==> config.mk <==
export PLATFORM = sky130hd
export DESIGN_NAME = cpu_reg_bank
export DESIGN_NICKNAME = d
export VERILOG_FILES = /design/src/rtl/cpu_bus_pkg.sv /design/src/rtl/reg_file_8x8.sv /design/src/rtl/cpu_reg_bank.sv
export SDC_FILE = /design/constraint.sdc
export NUM_CORES = 1
export LEC_CHECK = 0
export ABC_CLOCK_PERIOD_IN_PS = 6450
export BUFFER_PORTS_ARGS = -buffer_cell sky130_fd_sc_hd__clkbuf_2
export CAP_MARGIN = 20
export CORE_MARGIN = 4
export CORE_UTILIZATION = 40
export CTS_CLUSTER_DIAMETER = 40
export DETAILED_ROUTE_END_ITERATION = 10
export SYNTH_ARGS = -nofsm -noshare
export SYNTH_HDL_FRONTEND = slang
export SYNTH_HIERARCHICAL = 1
export SYNTH_SLANG_ARGS = --single-unit
export TNS_END_PERCENT = 30
==> constraint.sdc <==
create_clock -name clk -period 6.45 [get_ports clk]
set_input_delay 0 -clock clk [delete_from_list [all_inputs] [get_ports clk]]
set_output_delay 0 -clock clk [all_outputs]
set_load 0.02 [all_outputs]
==> src/rtl/cpu_bus_pkg.sv <==
// Shared constants and FSM encoding for the CPU-bus register slave.
// Imported by the register bank and its storage array.
package cpu_bus_pkg;

  localparam int NUM_REGS = 8;
  localparam int DATA_W   = 8;
  localparam int ADDR_W   = 8;
  localparam int IDX_W    = 3;
  localparam int CNT_W    = 4;

  typedef enum logic [1:0] {
    IDLE = 2'd0,
    WAIT = 2'd1,
    RESP = 2'd2
  } state_e;

endpackage

==> src/rtl/reg_file_8x8.sv <==
// Eight 8-bit registers: single write port, combinational read mux,
// and a flat view of all registers with register 0 in the low byte.
module reg_file_8x8
  import cpu_bus_pkg::*;
#(
  parameter logic [DATA_W-1:0] RESET_VAL = '0
) (
  input  logic                       clk,
  input  logic                       rst_n,
  input  logic                       we_i,
  input  logic [IDX_W-1:0]           waddr_i,
  input  logic [DATA_W-1:0]          wdata_i,
  input  logic [IDX_W-1:0]           raddr_i,
  output logic [DATA_W-1:0]          rdata_o,
  output logic [NUM_REGS*DATA_W-1:0] regs_o
);

  logic [DATA_W-1:0] mem_q [NUM_REGS];

  always_ff @(posedge clk or negedge rst_n) begin
    if (!rst_n) begin
      for (int i = 0; i < NUM_REGS; i++)
        mem_q[i] <= RESET_VAL;
    end else if (we_i) begin
      mem_q[waddr_i] <= wdata_i;
    end
  end

  assign rdata_o = mem_q[raddr_i];

  always_comb begin
    regs_o = '0;
    for (int i = 0; i < NUM_REGS; i++)
      regs_o[i*DATA_W +: DATA_W] = mem_q[i];
  end

endmodule

==> src/rtl/cpu_reg_bank.sv <==
// CPU-bus register slave: eight registers behind a handshake with
// programmable wait states and out-of-range error reporting.
module cpu_reg_bank
  import cpu_bus_pkg::*;
#(
  parameter logic [ADDR_W-1:0] BASE_ADDR   = 8'h00,
  parameter int unsigned       WAIT_CYCLES = 1,
  parameter logic [DATA_W-1:0] RESET_VAL   = 8'h00
) (
  input  logic                       clk,
  input  logic                       rst_n,
  input  logic                       sel,
  input  logic                       wr,
  input  logic [ADDR_W-1:0]          addr,
  input  logic [DATA_W-1:0]          wdata,
  output logic [DATA_W-1:0]          rdata,
  output logic                       ready,
  output logic                       err,
  output logic [NUM_REGS*DATA_W-1:0] reg_out
);

  localparam bit NO_WAIT = (WAIT_CYCLES == 0);
  localparam logic [CNT_W-1:0] CNT_INIT =
    NO_WAIT ? '0 : CNT_W'(WAIT_CYCLES - 1);

  state_e            state_q, state_d;
  logic [CNT_W-1:0]  cnt_q, cnt_d;
  logic [ADDR_W-1:0] addr_q;
  logic [DATA_W-1:0] wdata_q;
  logic              wr_q;
  logic [DATA_W-1:0] rdata_q, rdata_d;
  logic              ready_q, err_q;
  logic              cap, fire;

  logic [ADDR_W-1:0] t_addr;
  logic [DATA_W-1:0] t_wdata;
  logic              t_wr;
  logic [ADDR_W:0]   off;
  logic              in_rng;
  logic              we;
  logic [DATA_W-1:0] rf_rdata;

  // With no wait states the response fires on the capture edge,
  // so the live inputs stand in for the not-yet-loaded hold regs.
  assign t_addr  = (state_q == IDLE) ? addr  : addr_q;
  assign t_wdata = (state_q == IDLE) ? wdata : wdata_q;
  assign t_wr    = (state_q == IDLE) ? wr    : wr_q;

  assign off    = {1'b0, t_addr} - {1'b0, BASE_ADDR};
  assign in_rng = off < (ADDR_W+1)'(NUM_REGS);
  assign we     = fire & t_wr & in_rng;

  always_comb begin
    state_d = state_q;
    cnt_d   = cnt_q;
    cap     = 1'b0;
    fire    = 1'b0;
    unique case (state_q)
      IDLE: begin
        if (sel) begin
          cap = 1'b1;
          if (NO_WAIT) begin
            state_d = RESP;
            fire    = 1'b1;
          end else begin
            state_d = WAIT;
            cnt_d   = CNT_INIT;
          end
        end
      end
      WAIT: begin
        if (cnt_q == '0) begin
          state_d = RESP;
          fire    = 1'b1;
        end else begin
          cnt_d = cnt_q - 1'b1;
        end
      end
      RESP:    state_d = IDLE;
      default: state_d = IDLE;
    endcase
  end

  always_comb begin
    rdata_d = rdata_q;
    unique case (1'b1)
      fire &  in_rng &  t_wr: rdata_d = t_wdata;
      fire &  in_rng & ~t_wr: rdata_d = rf_rdata;
      fire & ~in_rng:         rdata_d = '0;
      default:                rdata_d = rdata_q;
    endcase
  end

  always_ff @(posedge clk or negedge rst_n) begin
    if (!rst_n) begin
      state_q <= IDLE;
      cnt_q   <= '0;
      addr_q  <= '0;
      wdata_q <= '0;
      wr_q    <= 1'b0;
      rdata_q <= '0;
      ready_q <= 1'b0;
      err_q   <= 1'b0;
    end else begin
      state_q <= state_d;
      cnt_q   <= cnt_d;
      rdata_q <= rdata_d;
      ready_q <= fire;
      err_q   <= fire & ~in_rng;
      if (cap) begin
        addr_q  <= addr;
        wdata_q <= wdata;
        wr_q    <= wr;
      end
    end
  end

  reg_file_8x8 #(
    .RESET_VAL(RESET_VAL)
  ) u_rf (
    .clk    (clk),
    .rst_n  (rst_n),
    .we_i   (we),
    .waddr_i(off[IDX_W-1:0]),
    .wdata_i(t_wdata),
    .raddr_i(off[IDX_W-1:0]),
    .rdata_o(rf_rdata),
    .regs_o (reg_out)
  );

  assign rdata = rdata_q;
  assign ready = ready_q;
  assign err   = err_q;

endmodule
* After elaboration in Yosys (flattened, before gate mapping)
Cells that the tools add are included.
** Word-level totals
- Bits in registers :: 97
- Logic and storage cells :: 60
** Cells by class
- Add/sub/neg operators :: 1
- Order comparisons :: 3
- Equality and inequality tests :: 4
- Muxes and demuxes :: 20
- Bitwise gates (word level) :: 9
- Reductions and logical operators :: 7
** Operators by type and width (count)
- bitwise mux 64 bit :: 1
- 2-to-1 mux 8 bit :: 5
- binary-select mux 8 bit (select 3 bit) :: 1
- demux 8 bit (select 3 bit) :: 1
- one-hot mux 8 bit (3 select lines) :: 1
- < comparator 8 x 4 -> 1 bit (second input constant) :: 1
- 2-to-1 mux 4 bit :: 2
- one-hot mux 4 bit (2 select lines) :: 1
- AND 1 bit :: 6
- inequality test 2 bit (second input constant) :: 3
- 2-to-1 mux 1 bit :: 5
- >= comparator 4 bit (second input constant) :: 1
- zero test 4 bit :: 1
- < comparator 4 x 1 -> 1 bit (second input constant) :: 1
- 2-to-1 mux 2 bit :: 2
- inverter 3 -> 4 bit :: 1
- one-hot mux 2 bit (2 select lines) :: 1
- subtractor 4 x 1 -> 4 bit (second input constant) :: 1
- AND reduction 3 bit :: 1
- nonzero test 3 bit :: 1
- equality test 2 x 1 -> 1 bit (second input constant) :: 1
- zero test 2 bit :: 1
- inverter 1 bit :: 2
- AND reduction 2 bit :: 1
- 2 further kinds :: 2

* Longest topological paths before layout
- Word-level depth :: 8
- Depth in mapped cells :: 10
- Depth with buffers taken out :: 7

* Cells and area by module
Netlist, hierarchy kept.
** Modules (own cells, without submodules)
- reg_file_8x8 :: times used 1, cells each 172, area each 2992.9 um^2
- cpu_reg_bank :: times used 1, cells each 123, area each 1554.0 um^2

* Worst setup path before layout
No wires, ideal clock.
- Kind :: register to register
- From :: reg addr_q[7]
- To :: reg u_rf.mem_q (netlist bit u_rf/regs_o[16])
- Library setup time :: 0.125 ns
- Arrival time :: 2.442 ns
- Data required time :: 6.325 ns
- Path slack :: 3.884 ns
- Cell stages (with the launch flop) :: 9
- Clock period less this slack :: 2.566 ns
- Cell sequence :: dfrtp_1 -> or4_1 -> or3_1 -> buf_6 -> nor3_1 -> clkbuf_1 -> nor4bb_1 -> buf_2 -> mux2_2
** Between the ends
- Longest elaborated chain between the ends :: 3
** Ends and longest elaborated chain
- start: declaration :: RTL line cpu_reg_bank.sv:28 : logic [ADDR_W-1:0] addr_q;
- start signal: assignment :: RTL line cpu_reg_bank.sv:111 : addr_q <= addr;
- 2-to-1 mux 8 bit :: RTL line cpu_reg_bank.sv:45 : assign t_addr = (state_q == IDLE) ? addr : addr_q;
- < comparator 8 x 4 -> 1 bit :: RTL line cpu_reg_bank.sv:50 : assign in_rng = off < (ADDR_W+1)'(NUM_REGS);
- AND 1 bit :: RTL line cpu_reg_bank.sv:51 : assign we = fire & t_wr & in_rng;
- net we :: RTL line cpu_reg_bank.sv:40 : logic we;
- end signal: indexed assignment :: RTL line reg_file_8x8.sv:25 : mem_q[waddr_i] <= wdata_i;
- end: declaration :: RTL line reg_file_8x8.sv:18 : logic [DATA_W-1:0] mem_q [NUM_REGS];
The timed path passes the listed nets, and every way through them passes these cells.
A chain may end at the register's enable or synchronous reset.

* Worst setup path after layout
- From :: reg cnt_q[0]
- To :: reg u_rf.mem_q (netlist bit u_rf/regs_o[38])
** Between the ends
- Longest elaborated chain between the ends :: 5
** Ends and longest elaborated chain
- start: declaration :: RTL line cpu_reg_bank.sv:27 : logic [CNT_W-1:0] cnt_q, cnt_d;
- start signal: assignment :: RTL line cpu_reg_bank.sv:106 : cnt_q <= cnt_d;
- zero test 4 bit :: RTL line cpu_reg_bank.sv:72 : if (cnt_q == '0) begin
- 2-to-1 mux 1 bit :: RTL line cpu_reg_bank.sv:72
- 2-to-1 mux 1 bit :: RTL line cpu_reg_bank.sv:58 : unique case (state_q)
- AND 1 bit (2 in series) :: RTL line cpu_reg_bank.sv:51
- net we :: RTL line cpu_reg_bank.sv:40
The timed path passes the listed nets, and every way through them passes these cells.

==> impl_metrics.csv <==
group,metric,value,unit
worst_setup_path,max_stage_delay,0.86,ns
finish,layout-drive-gt1-share,0.545,
timing,max_freq,270,MHz
logic_synthesis,synth_area_leader_cell,"dfrtp_1",
route,drtIter0Drc,142,
route,drtAntennaViolNets,0,
finish,num-nets-final,423,
worst_setup_path,cp_slowest_cell,"nor4bb_2",
logic_synthesis,synth_area_leaders,"dfrtp_1 53%, mux2_2 25%, mux4_1 8.7%, mux2i_1 2.2%, o31ai_1 1.3%",
die,io_pins,94,
worst_setup_path,end_kind,"flop",
clock_tree,max-clock-path-buffers,2,
global_routing,antenna_found_initial,0,
finish,fillCellCount,945,
finish,regArea,2430,um^2
logic_synthesis,syn_area_per_cell,15.4,um^2
logic_synthesis,yosysUniqueCellTypes,31,
die,fp.coreArea,11000,um^2
global_routing,grt_max_degree,74,
logic_synthesis,synth-seq-cells,97,
logic_synthesis,yosysWarningCount,6,
timing,fin_skew,0.0103,ns
place,hpwl,7400,um
timing,slew_headroom,0.375,
timing,fin_crit_sh,0.574,
logic_synthesis,synth_cells,295,
logic_synthesis,yosysTopAreaCellShare,0.534,
worst_setup_path,crit_arrival,3.92,ns
route,drcViolationCount,0,
logic_synthesis,synthesis.area,4550,um^2
place,port_buffers,93,
timing,period_minus_slack,3.70,ns
finish,antenna_cells,0,
pwr,p_leak,2.90,nW
clock_tree,tritoncts,"built",
die,fp.dieH,115,um
finish,fin_util,0.513,
route,vias_per_cell,5.35,
pwr,seq_power_share,0.384,
place,placed_area,5100,um^2
finish,final_common_cell,"mux2_2",
pwr,comb_power_share,0.343,
worst_setup_path,required,6.67,ns
pwr,p_sw,0.000740,W
clock_tree,clk_transition_reported_paths,0.07,ns
worst_setup_path,crit_chain,"inv_1, ha_1, nor3b_1, nand2_1, nor3_1, nor4bb_2, buf_4, mux2_2",
pwr,swShare,0.348,
timing,grt_setup_unrepaired,"no",
global_routing,grt_overflow_total,0,
worst_setup_path,start_kind,"flop",
die,num_rows,38,
clock_tree,cts_setup_buffers,0,
clock_tree,numCtsBuffers,9,
clock_tree,clkSinkCount,97,
clock_tree,clock_latency,0.33,ns
timing,worst_slew_pin_slew,0.938,ns
clock_tree,clockRootBuffer,"clkbuf_16",
worst_setup_path,crit_type,"reg -> reg",
pwr,peakVddDrop,0.000267,V
logic_synthesis,syn-num-nets,316,
timing,final_hold_viol_count,0,
pwr,clkPwrFrac,0.273,
timing,setup_tns,0,ns
die,dieArea,13100,um^2
clock_tree,hold_buffers,18,
route,post_drt_wl_per_cell,20.5,um
place,place_congestion,0.730,
finish,final_area,5640,um^2
job,cap_violations,0,
route,firstDrtPassIters,4,
global_routing,grt_pass1_vias,3106,
route,dr_total_vias,2928,
route,wirelength,11200,um
die,start_util,0.414,
clock_tree,cts_resized,0,
pwr,intPower,0.00138,W
global_routing,track_usage,0.177,
timing,setup_viol,0,
pwr,pwr_density_cell,377,nW/um^2
finish,final_cell_mix,"100 x mux2_2, 97 x dfrtp_1, 92 x clkbuf_2, 18 x dlygate4sd3_1, 15 x mux4_1",
worst_hold_path,hold_path.class,"in -> async",
logic_synthesis,ys_seq_area_frac,0.534,
status,status,"completed",
finish,area_delta_synth_final,23.9,%
worst_setup_path,path_max_fanout,11,
timing,maxSlewViolCount,0,
die,die_w,115,um
clock_tree,cts_max_level,3,
finish,multi_input_area,2000,um^2
global_routing,grt_pass1_wl,17600,um
==> layout make-up <==
class | count | area share
multi-input combinational | 173 | 0.355
sequential | 97 | 0.431
tap | 140 | 0.0311
inverter | 5 | 0.00333
clock buffer | 10 | 0.0424
timing repair buffer | 116 | 0.122
clock inverter | 6 | 0.0155
==> metrics by stage <==
step | total power (W) | hold WS [ns] | setup WS, ns | instances
after floorplan | 0.00137 | -0.296 | 3.88 | 295
after global placement | 0.00152 | -0.0714 | 2.62 | 509
after detailed placement | 0.00155 | -0.0730 | 2.56 | 510
after CTS | 0.00214 | 0.130 | 2.58 | 544
after global routing | 0.00224 | 0.147 | 2.47 | 547
final | 0.00213 | 0.125 | 2.75 | 547
==> registers in the layout (all words and copies together) (netlist names) <==
name	count
wr_q	1
wdata_q	8
cnt_q	4
rdata	8
addr_q	8
ready	1
err	1
u_rf/regs_o	64
state_q	2
==> metal layers <==
layer  part of all wire  vias up  global-route usage
met5                  0        -                   0
met4             0.0083        0              0.0428
met3              0.050        9              0.0418
met2               0.48       70               0.289
met1               0.46     1516               0.241
li1                   -     1333                   -
==> power groups by stage <==
stage	logic, W	clock network (W)	registers, W
2_1_floorplan	0.000524	0	0.000844
3_5_place_dp	0.000719	0	0.000828
5_1_grt	0.000792	0.000615	0.000835
6_report	0.000728	0.000580	0.000817
3_3_place_gp	0.000698	0	0.000821
4_1_cts	0.000730	0.000594	0.000818
==> synthesized netlist by cell type, drive strengths merged <==
cell and n:
or4 2, or3b 2, nor2b 1, nor3b 1
nor2 1, nand2b 1, nand4 1, nor3 2
a21boi 1, buf 15, nand2 3, or3 1
inv 5, o31ai 8, nor4bb 3, nand4b 3
nor4b 1, and2 1, nand3 3, ha 1
mux2i 10, mux4 16, clkbuf 5, o21ai 11
dfrtp 97, mux2 100
==> logic make-up after synthesis <==
group / after synthesis / synth area share
mux: 126 / 0.361
flops: 97 / 0.534
simple gates: 26 / 0.0424
buf+inv: 25 / 0.0327
compound gates: 20 / 0.0270
fa+ha+maj: 1 / 0.00275
==> worst max-delay path: cells and delay by family (launching register included) <==
kind,cells,cell delay [ns]
flops,1,0.38
buf+inv,2,0.39
simple gates,4,2.29
mux,1,0.35
fa+ha+maj,1,0.18
==> path summary, 6_finish.rpt <==
| check | depth (start not counted) | to | from | slack, ns |
|---|---|---|---|---|
| min | 2 | u_rf/regs_o[42]$_DFFE_PN0P_ | rst_n | 0.13 |
| min in group clk | 3 | addr_q[4]$_DFFE_PN0P_ | addr[4] | 0.44 |
| max | 8 | u_rf/regs_o[38]$_DFFE_PN0P_ | cnt_q[0]$_DFFE_PN0P_ | 2.75 |
| min reg2reg | 1 | cnt_q[3]$_DFFE_PN0P_ | cnt_q[3]$_DFFE_PN0P_ | 0.50 |
| max reg2reg | 8 | u_rf/regs_o[38]$_DFFE_PN0P_ | cnt_q[0]$_DFFE_PN0P_ | 2.75 |
| max in group asynchronous | 3 | wdata_q[6]$_DFFE_PN0P_ | rst_n | 5.08 |
No activity file was read; power rests on OpenSTA's default activity.
